### src/rtl/uart_pkg.sv
// Shared types and timing constants for the UART receive path.
package uart_pkg;

  typedef enum logic [1:0] {IDLE, START, DATA, STOP} state_t;

  localparam int DATA_BITS_DEFAULT = 8;
  localparam int BIT_PERIOD_CLKS   = 10402;
  localparam int HALF_BIT_CLKS     = 5201;

endpackage

### src/rtl/uart_rx_framer_if.sv
// Serial-side and byte-side signals of the receive framer.
interface uart_rx_framer_if #(
  parameter int DATA_BITS = uart_pkg::DATA_BITS_DEFAULT
);
  logic                 rx;
  logic                 clk_div;
  logic                 div_reset;
  logic [DATA_BITS-1:0] data;
  logic                 data_valid;
  logic                 frame_err;
  logic                 busy;

  modport master (
    input  rx, clk_div,
    output div_reset, data, data_valid, frame_err, busy
  );

  modport slave (
    output rx, clk_div,
    input  div_reset, data, data_valid, frame_err, busy
  );
endinterface

### src/rtl/sync_ff.sv
// Multi-flop synchroniser; flops come out of reset at the idle-high line level.
module sync_ff #(
  parameter int STAGES = 2
) (
  input  logic clk_in,
  input  logic reset,
  input  logic d,
  output logic q
);
  logic [STAGES-1:0] ff;

  always_ff @(posedge clk_in) begin
    if (reset) begin
      ff <= '1;
    end else begin
      ff[0] <= d;
      for (int i = 1; i < STAGES; i++) ff[i] <= ff[i-1];
    end
  end

  assign q = ff[STAGES-1];
endmodule

### src/rtl/uart_rx_framer.sv
// 8N1 receive framer: bit timing comes entirely from the external divider's clk_div.
module uart_rx_framer import uart_pkg::*; #(
  parameter int DATA_BITS   = DATA_BITS_DEFAULT,
  parameter int SYNC_STAGES = 2
) (
  input  logic             clk_in,
  input  logic             reset,
  uart_rx_framer_if.master bus
);
  localparam int CNT_W = $clog2(DATA_BITS + 1);

  state_t               state;
  logic [CNT_W-1:0]     bit_cnt;
  logic [DATA_BITS-1:0] shreg;
  logic                 rx_s, rx_s_q, clk_div_q;
  logic                 tick, rx_fall;

  sync_ff #(.STAGES(SYNC_STAGES)) u_sync (
    .clk_in (clk_in),
    .reset  (reset),
    .d      (bus.rx),
    .q      (rx_s)
  );

  // rx_s_q only falls after a real high, so a held-low line never retriggers.
  always_ff @(posedge clk_in) begin
    if (reset) begin
      rx_s_q    <= 1'b1;
      clk_div_q <= 1'b0;
    end else begin
      rx_s_q    <= rx_s;
      clk_div_q <= bus.clk_div;
    end
  end

  assign tick    = bus.clk_div & ~clk_div_q;
  assign rx_fall = rx_s_q & ~rx_s;

  always_ff @(posedge clk_in) begin
    if (reset) begin
      state          <= IDLE;
      bus.div_reset  <= 1'b1;
      bus.data       <= '0;
      bus.data_valid <= 1'b0;
      bus.frame_err  <= 1'b0;
      bit_cnt        <= '0;
      shreg          <= '0;
    end else begin
      bus.data_valid <= 1'b0;
      bus.frame_err  <= 1'b0;
      case (state)
        IDLE: if (rx_fall) begin
          state         <= START;
          bus.div_reset <= 1'b0;
        end
        START: if (tick) begin
          if (!rx_s) begin
            state   <= DATA;
            bit_cnt <= '0;
          end else begin
            state         <= IDLE;
            bus.div_reset <= 1'b1;
          end
        end
        DATA: if (tick) begin
          shreg   <= {rx_s, shreg[DATA_BITS-1:1]};
          bit_cnt <= bit_cnt + 1'b1;
          if (bit_cnt == CNT_W'(DATA_BITS - 1)) state <= STOP;
        end
        STOP: if (tick) begin
          if (rx_s) begin
            bus.data       <= shreg;
            bus.data_valid <= 1'b1;
          end else begin
            bus.frame_err  <= 1'b1;
          end
          state         <= IDLE;
          bus.div_reset <= 1'b1;
        end
        default: begin
          state         <= IDLE;
          bus.div_reset <= 1'b1;
        end
      endcase
    end
  end

  assign bus.busy = (state != IDLE);
endmodule
### src/flat_wrapper.sv
// flat-port wrapper written by rule: the top's interface ports become plain ports
module uart_rx_framer_flat import uart_pkg::*;
#(
  parameter int DATA_BITS   = DATA_BITS_DEFAULT,
  parameter int SYNC_STAGES = 2
)
  (clk_in, reset, bus_rx, bus_clk_div, bus_div_reset, bus_data, bus_data_valid, bus_frame_err, bus_busy);
  uart_rx_framer_if #(.DATA_BITS(DATA_BITS)) bus_i ();
  input  logic clk_in;
  input  logic reset;
  input wire logic [$bits(bus_i.rx)-1:0] bus_rx;
  input wire logic [$bits(bus_i.clk_div)-1:0] bus_clk_div;
  output wire logic [$bits(bus_i.div_reset)-1:0] bus_div_reset;
  output wire logic [$bits(bus_i.data)-1:0] bus_data;
  output wire logic [$bits(bus_i.data_valid)-1:0] bus_data_valid;
  output wire logic [$bits(bus_i.frame_err)-1:0] bus_frame_err;
  output wire logic [$bits(bus_i.busy)-1:0] bus_busy;
  assign bus_i.rx = bus_rx;
  assign bus_i.clk_div = bus_clk_div;
  assign bus_div_reset = bus_i.div_reset;
  assign bus_data = bus_i.data;
  assign bus_data_valid = bus_i.data_valid;
  assign bus_frame_err = bus_i.frame_err;
  assign bus_busy = bus_i.busy;
  uart_rx_framer #(.DATA_BITS(DATA_BITS), .SYNC_STAGES(SYNC_STAGES)) u_core (.clk_in(clk_in), .reset(reset), .bus(bus_i));
endmodule
### config.mk
export PLATFORM = sky130hd
export DESIGN_NAME = uart_rx_framer_flat
export DESIGN_NICKNAME = d
export VERILOG_FILES = /design/src/rtl/uart_pkg.sv /design/src/rtl/uart_rx_framer_if.sv /design/src/rtl/sync_ff.sv /design/src/rtl/uart_rx_framer.sv /design/src/flat_wrapper.sv
export SDC_FILE = /design/constraint.sdc
export NUM_CORES = 1
export LEC_CHECK = 0
export ABC_AREA = 1
export CAP_MARGIN = 10
export CORE_MARGIN = 2
export CORE_UTILIZATION = 47
export DETAILED_ROUTE_END_ITERATION = 6
export PLACE_DENSITY = 0.73
export SLEW_MARGIN = 10
export SYNTH_ARGS = -nofsm -noshare
export SYNTH_HDL_FRONTEND = slang
export SYNTH_SLANG_ARGS = --single-unit
### constraint.sdc
create_clock -name clk_in -period 0.98 [get_ports clk_in]
set_input_delay 0.098 -clock clk_in [delete_from_list [all_inputs] [get_ports clk_in]]
set_output_delay 0.098 -clock clk_in [all_outputs]
set_load 0.02 [all_outputs]
**Word level (Yosys, flattened, before mapping)**

Index checks and enable logic that the tools add are counted.

- Shift operators: 0
- Bitwise operators: 6
- Add/subtract/negate cells: 1
- Reduce and logical (&&, ||, !) cells: 10
- Equality and inequality tests: 11
- Div/mod/pow operators: 0
- $lt $le $gt $ge: 0
- Mux-type cells: 18
- Multiply operators: 0

Operators by type and width:

| cell | count |
|---|---|
| 2-bit 2-to-1 mux | 6 |
| 4-bit 2-to-1 mux | 3 |
| 2-bit by 1-bit inequality test with 1-bit output (second input constant) | 5 |
| 5-bit AND reduction | 2 |
| 2-bit case mux with 4 select lines | 1 |
| 4-bit case mux with 2 select lines | 1 |
| 1-bit 2-to-1 mux | 6 |
| 4-bit by 1-bit adder with 4-bit output (second input constant) | 1 |
| 2-bit equality test (second input constant) | 2 |
| 4-bit by 3-bit equality test with 1-bit output (second input constant) | 1 |
| 2-bit inequality test (second input constant) | 2 |
| 1-bit inverter | 4 |
| 4-bit AND reduction | 1 |
| 2-bit nonzero test | 2 |
| 1-bit case mux with 3 select lines | 1 |
| 3-bit AND reduction | 1 |
| 3-bit nonzero test | 1 |
| 3-bit OR reduction | 1 |
| 1-bit AND | 2 |
| 2-bit by 1-bit equality test with 1-bit output (second input constant) | 1 |
| 2-bit logical NOT | 1 |
| 2-bit AND reduction | 1 |

- Bits in read-only memories: 0
- Register bits: 29
- Latch bits: 0
- Bits of input ports: 4
- Word-level logic and storage cells: 56
- Memories kept: 0
- RAM bits: 0
- Output and inout port bits: 12

**Depth between registers and ports, before layout**

Gate-level depths: netlist of the first run.

- Depth after elaboration: 4
- Depth in mapped cells: 8
- Gate-level depth less buffers: 7

**By module**

A second synthesis of the first run with hierarchy kept.

- Cell total of the unflattened synthesis: 148
- Area, all modules: 1141.1 um^2

By module, submodules not included:

| module | cells an instance | sequential area each (um^2) | instances | area an instance (um^2) |
|---|---|---|---|---|
| uart_rx_framer | 141 | 540.5 | 1 | 1082.3 |
| sync_ff | 7 | 40.0 | 1 | 58.8 |

**Worst setup path before layout of the first run**

No wires, ideal clock.

- Path type: register to register
- From: register u_core.state[0]
- To: register u_core.bit_cnt[1]
- Buffers on the path: 2
- Path slack: -75 ps
- Setup time: 66 ps
- Stages on the path, launching flop included: 8
- Arrival: 989 ps
- Period minus slack after synthesis: 1055 ps
- Data required time: 914 ps
- Path through: dfxtp_1 buf_4 inv_1 nand2_2 nor2_4 buf_6 nand2_2 a21oi_2

- Word-level cells in the longest chain between the ends: 3
- Elaborated cells on any way between the ends: 8
- Classes of those cells: eq/ne (5); mux (1); reduce/logical (2)

Ends and longest elaborated chain:

| element | RTL line | text |
|---|---|---|
| start, declared | uart_rx_framer.sv:12 | `state_t state;` |
| start signal, assigned | uart_rx_framer.sv:41 | `state <= IDLE;` |
| start signal, assigned | uart_rx_framer.sv:53 | `state <= START;` |
| start signal, assigned | uart_rx_framer.sv:58 | `state <= DATA;` |
| 2-bit equality test or 2-bit by 1-bit equality test with 1-bit output (tied branches) | uart_rx_framer.sv:51 | `case (state)` |
| 2-bit by 1-bit inequality test with 1-bit output (no source line), or another cell as far along | -- |  |
| 4-bit AND reduction (no source line) | -- |  |
| end signal, assigned | uart_rx_framer.sv:67 | `bit_cnt <= bit_cnt + 1'b1;` |
| end, declared | uart_rx_framer.sv:13 | `logic [CNT_W-1:0] bit_cnt;` |

Parallel ways exist; a longest one is shown, timed or not.
A chain may end at the register's enable or synchronous reset.

**Worst setup path in the final report of the first run**

- From: register u_core.state[0]
- To: register u_core.shreg[7]

- Word-level cells in the longest chain between the ends: 2

Ends and longest elaborated chain:

| element | RTL line | text |
|---|---|---|
| 2-bit equality test | uart_rx_framer.sv:51 |  |
| 2-bit AND reduction (no source line) | -- |  |
| end signal, assigned | uart_rx_framer.sv:66 | `shreg <= {rx_s, shreg[DATA_BITS-1:1]};` |
| end, declared | uart_rx_framer.sv:14 | `logic [DATA_BITS-1:0] shreg;` |

Every way passes these cells.

==> results of run 1 <==
-- cells in the mapped netlist (2+ instances only) --
library cell,count,area (um2)
nor2_1,39,146
o21ai_0,18,90.1
nand4_1,3,18.8
or2_2,2,12.5
inv_1,9,33.8
buf_6,3,33.8
a21oi_1,5,25.0
dfxtp_1,29,581
nand2_1,9,33.8
inv_2,2,7.51
a21oi_2,2,17.5
nand3_1,7,35.0
nand2_2,4,25.0
-- through the flow --
stage	util [%]	instances	setup WS, ns
floorplan	-	140	-0.0279
global placement	63.3	195	-0.383
detailed placement	63.3	195	-0.401
CTS	66.9	207	-0.152
global route	69.5	208	-0.215
finish	69.5	208	-0.140
-- layout make-up --
type / instances / share of cell area, %
sequential: 29 / 37.5
multi-input combinational: 95 / 33.9
tap: 28 / 2.21
clock inverter: 1 / 0.316
timing repair buffer: 37 / 19.1
inverter: 11 / 2.92
clock buffer: 7 / 4.11
-- timing repair --
item | in CTS | in global routing
setup endpoints to repair | 35 | 28
endpoints found under the hold margin | 0 | 0
hold buffers | 0 | 0
setup buffers | 4 | 1
resized for setup | 72 | 17
pin swaps | 6 | 4
-- path summary, 6_finish.rpt --
kind,slack [ns],endpoint,cells after the start
setup / recovery,-0.14,u_core.shreg[7],7
hold / removal,0.33,u_core.u_sync.ff[0],2
setup reg to reg,-0.14,u_core.shreg[7],7
hold reg to reg,0.42,u_core.u_sync.ff[1],1
-- kinds of logic after synthesis --
group / count (synthesis) / synth area share, %
compound gates: 26 / 12.2
xor+xnor: 1 / 0.759
fa+ha+maj: 1 / 1.08
buf+inv: 16 / 7.58
flops: 29 / 50.3
simple gates: 67 / 28.1
-- worst max-delay path, stage by stage (launching register included) --
cell     delay [ns]
dfxtp_2        0.34
buf_6          0.13
inv_4          0.06
nand2_4        0.06
nor2_4         0.17
buf_6          0.13
buf_6          0.08
a21oi_2        0.04
-- state kept, by name, indices dropped and copies added, names as in the netlist, 2 cells and up, named ones only --
name,cells
u_core.bus.data,8
u_core.shreg,8
u_core.bit_cnt,4
u_core.u_sync.ff,2
-- routing by layer --
layer  track usage (%)  routed length [um]  up-vias
li1                  -                   -      529
met1              21.0                1020      445
met2              36.4                1220       26
met3              9.44                 161        6
met4              9.83                  42        0
met5                 0                   0        -
-- power groups by stage --
stage / Sequential [mW] / Combinational (mW) / Clock [mW]
6_report: 1.20 / 0.176 / 0.839
4_1_cts: 1.20 / 0.166 / 0.862
2_1_floorplan: 1.24 / 0.0892 / 0
3_3_place_gp: 1.23 / 0.146 / 0
3_5_place_dp: 1.23 / 0.149 / 0
5_1_grt: 1.20 / 0.192 / 0.929
==> run metrics, run 1 <==
violations in the final reports setup timing; net switching share of the total power 23.9%; Overall Power 2.22 mW; data arrival time of the critical path around 1.4 ns; distinct cell type count of the synthesized netlist 21; Final Instance Area roughly 1600 um2; combinational share of power approximately 7.9%; element type at the critical path end flop; leakage dissipation 0.743 nW; launching element of the worst setup path u_core.state[0]; floorplan die area 2870 um2; WHS 0.326 ns; Clock Tree Root clkbuf_4; maximum number of pins on one net before global-route repair 21; top library cells by usage in the layout, fill and taps aside nor2_1, dfxtp_1, buf_4; relative contribution of the clock network to total power 37.8%; placed cell areas 1440 um2; Congestion Overflow GR 0; routed length per placed instance 11.7 um; x dimension of the die 53.6 um; number of iterations in the first detailed-routing pass 4; Reg area slightly below 600 um2; ratio of final minimum period to clock period 114%; IR drop worst, VDD 1.03 mV; number of synthesized register bits 29; final weighted congestion in routability-driven placement 0.776; maximum capacitance violations 0; clock-pin slew of the registers on the worst-case setup and hold paths ~0.090 ns; first-pass GRT wire length 4120 um; most common cell after layout, fill and taps aside nor2_1; Worst Tran Pin Value 0.192 ns; Clock Tree Buf Depth 2; via total after detailed routing a little over 1k; total routed wirelength 2440 um; beginning of the worst register-to-register path u_core.state[0]; GRT Resource Usage Total 20.8%; filler cell count in the final layout 174; final net count roughly 180; cell area power density 1400 nW/um2; number of inserted diodes 0; clock tree from TritonCTS yes; clock insertion delay at the later pin of the skew report 0.34 ns; post-layout worst setup margin -0.140 ns; register share of total power 54.2%; prevailing post-synth register cell dfxtp_1; count of yosys warnings during synthesis 0; RSZ-0062 raised after global routing true; final total negative setup slack -2.15 ns; number of enable-type register cells in the synthesized netlist 0; relative max-transition margin just under 90%; detailed placement HPWL 1560 um; number of top-level pins 16; total clock buffers created by CTS 5; crit path launch type flop; fraction of layout instances using a drive strength above 1 41.7%; proportion of register bits with asynchronous set or reset after synthesis 0%; Final Hold Violating Endpoints 0; crit path max fanout 5; core area between 2000 and 2500 um2; Synth Cell Area approximately 1200 um2; final critical delay including setup and external delays 1.12 ns; Synth-to-Final Area Change 37.1%; via count of the first global-routing pass 991; f_max 893 MHz; # H-tree levels 2; average instance area after synthesis 8.25 um2; Site Rows 17; HP Class primary input to flop; detailed-route DRC error count 0; clk sink count 29; Worst Path Required 1.21 ns; register area share after synthesis 50.3%; beginning of the worst hold path bus_rx; antenna violations before repair 0; vertical die dimension 53.6 um; Net Switching 0.529 mW; run status finished, violations left; Vias per Instance 4.84; multi-input gate area in the final layout 537 um2; Port Buffers 15; skew final 0.00668 ns; Post-DRT Antenna Nets 0; Net Count, Synth 145; 1st-iter DRT viols 11; internal power of the cells 1.69 mW; final setup vio count 25; max-slew violation count 0; initial cell density of the core 50.7%; kind of critical path flop to flop; number of instances in the synthesized netlist 140
Power figures use the tool's default switching activity.
==> inputs of run 2 (changes only) <==
--- a/config.mk
+++ b/config.mk
@@ -11,7 +11,6 @@
 export CORE_UTILIZATION = 47
 export DETAILED_ROUTE_END_ITERATION = 6
 export PLACE_DENSITY = 0.73
-export SLEW_MARGIN = 10
 export SYNTH_ARGS = -nofsm -noshare
 export SYNTH_HDL_FRONTEND = slang
 export SYNTH_SLANG_ARGS = --single-unit
==> results of run 2 <==
The final DEF is identical to that of run 1; final timing and power are the same.
==> inputs of run 3 (changes only) <==
--- a/config.mk
+++ b/config.mk
@@ -9,6 +9,7 @@
 export CAP_MARGIN = 10
 export CORE_MARGIN = 2
 export CORE_UTILIZATION = 47
+export CTS_CLUSTER_DIAMETER = 100
 export DETAILED_ROUTE_END_ITERATION = 6
 export PLACE_DENSITY = 0.73
 export SYNTH_ARGS = -nofsm -noshare
==> results of run 3 <==
The final DEF is identical to that of run 1; final timing and power are the same.
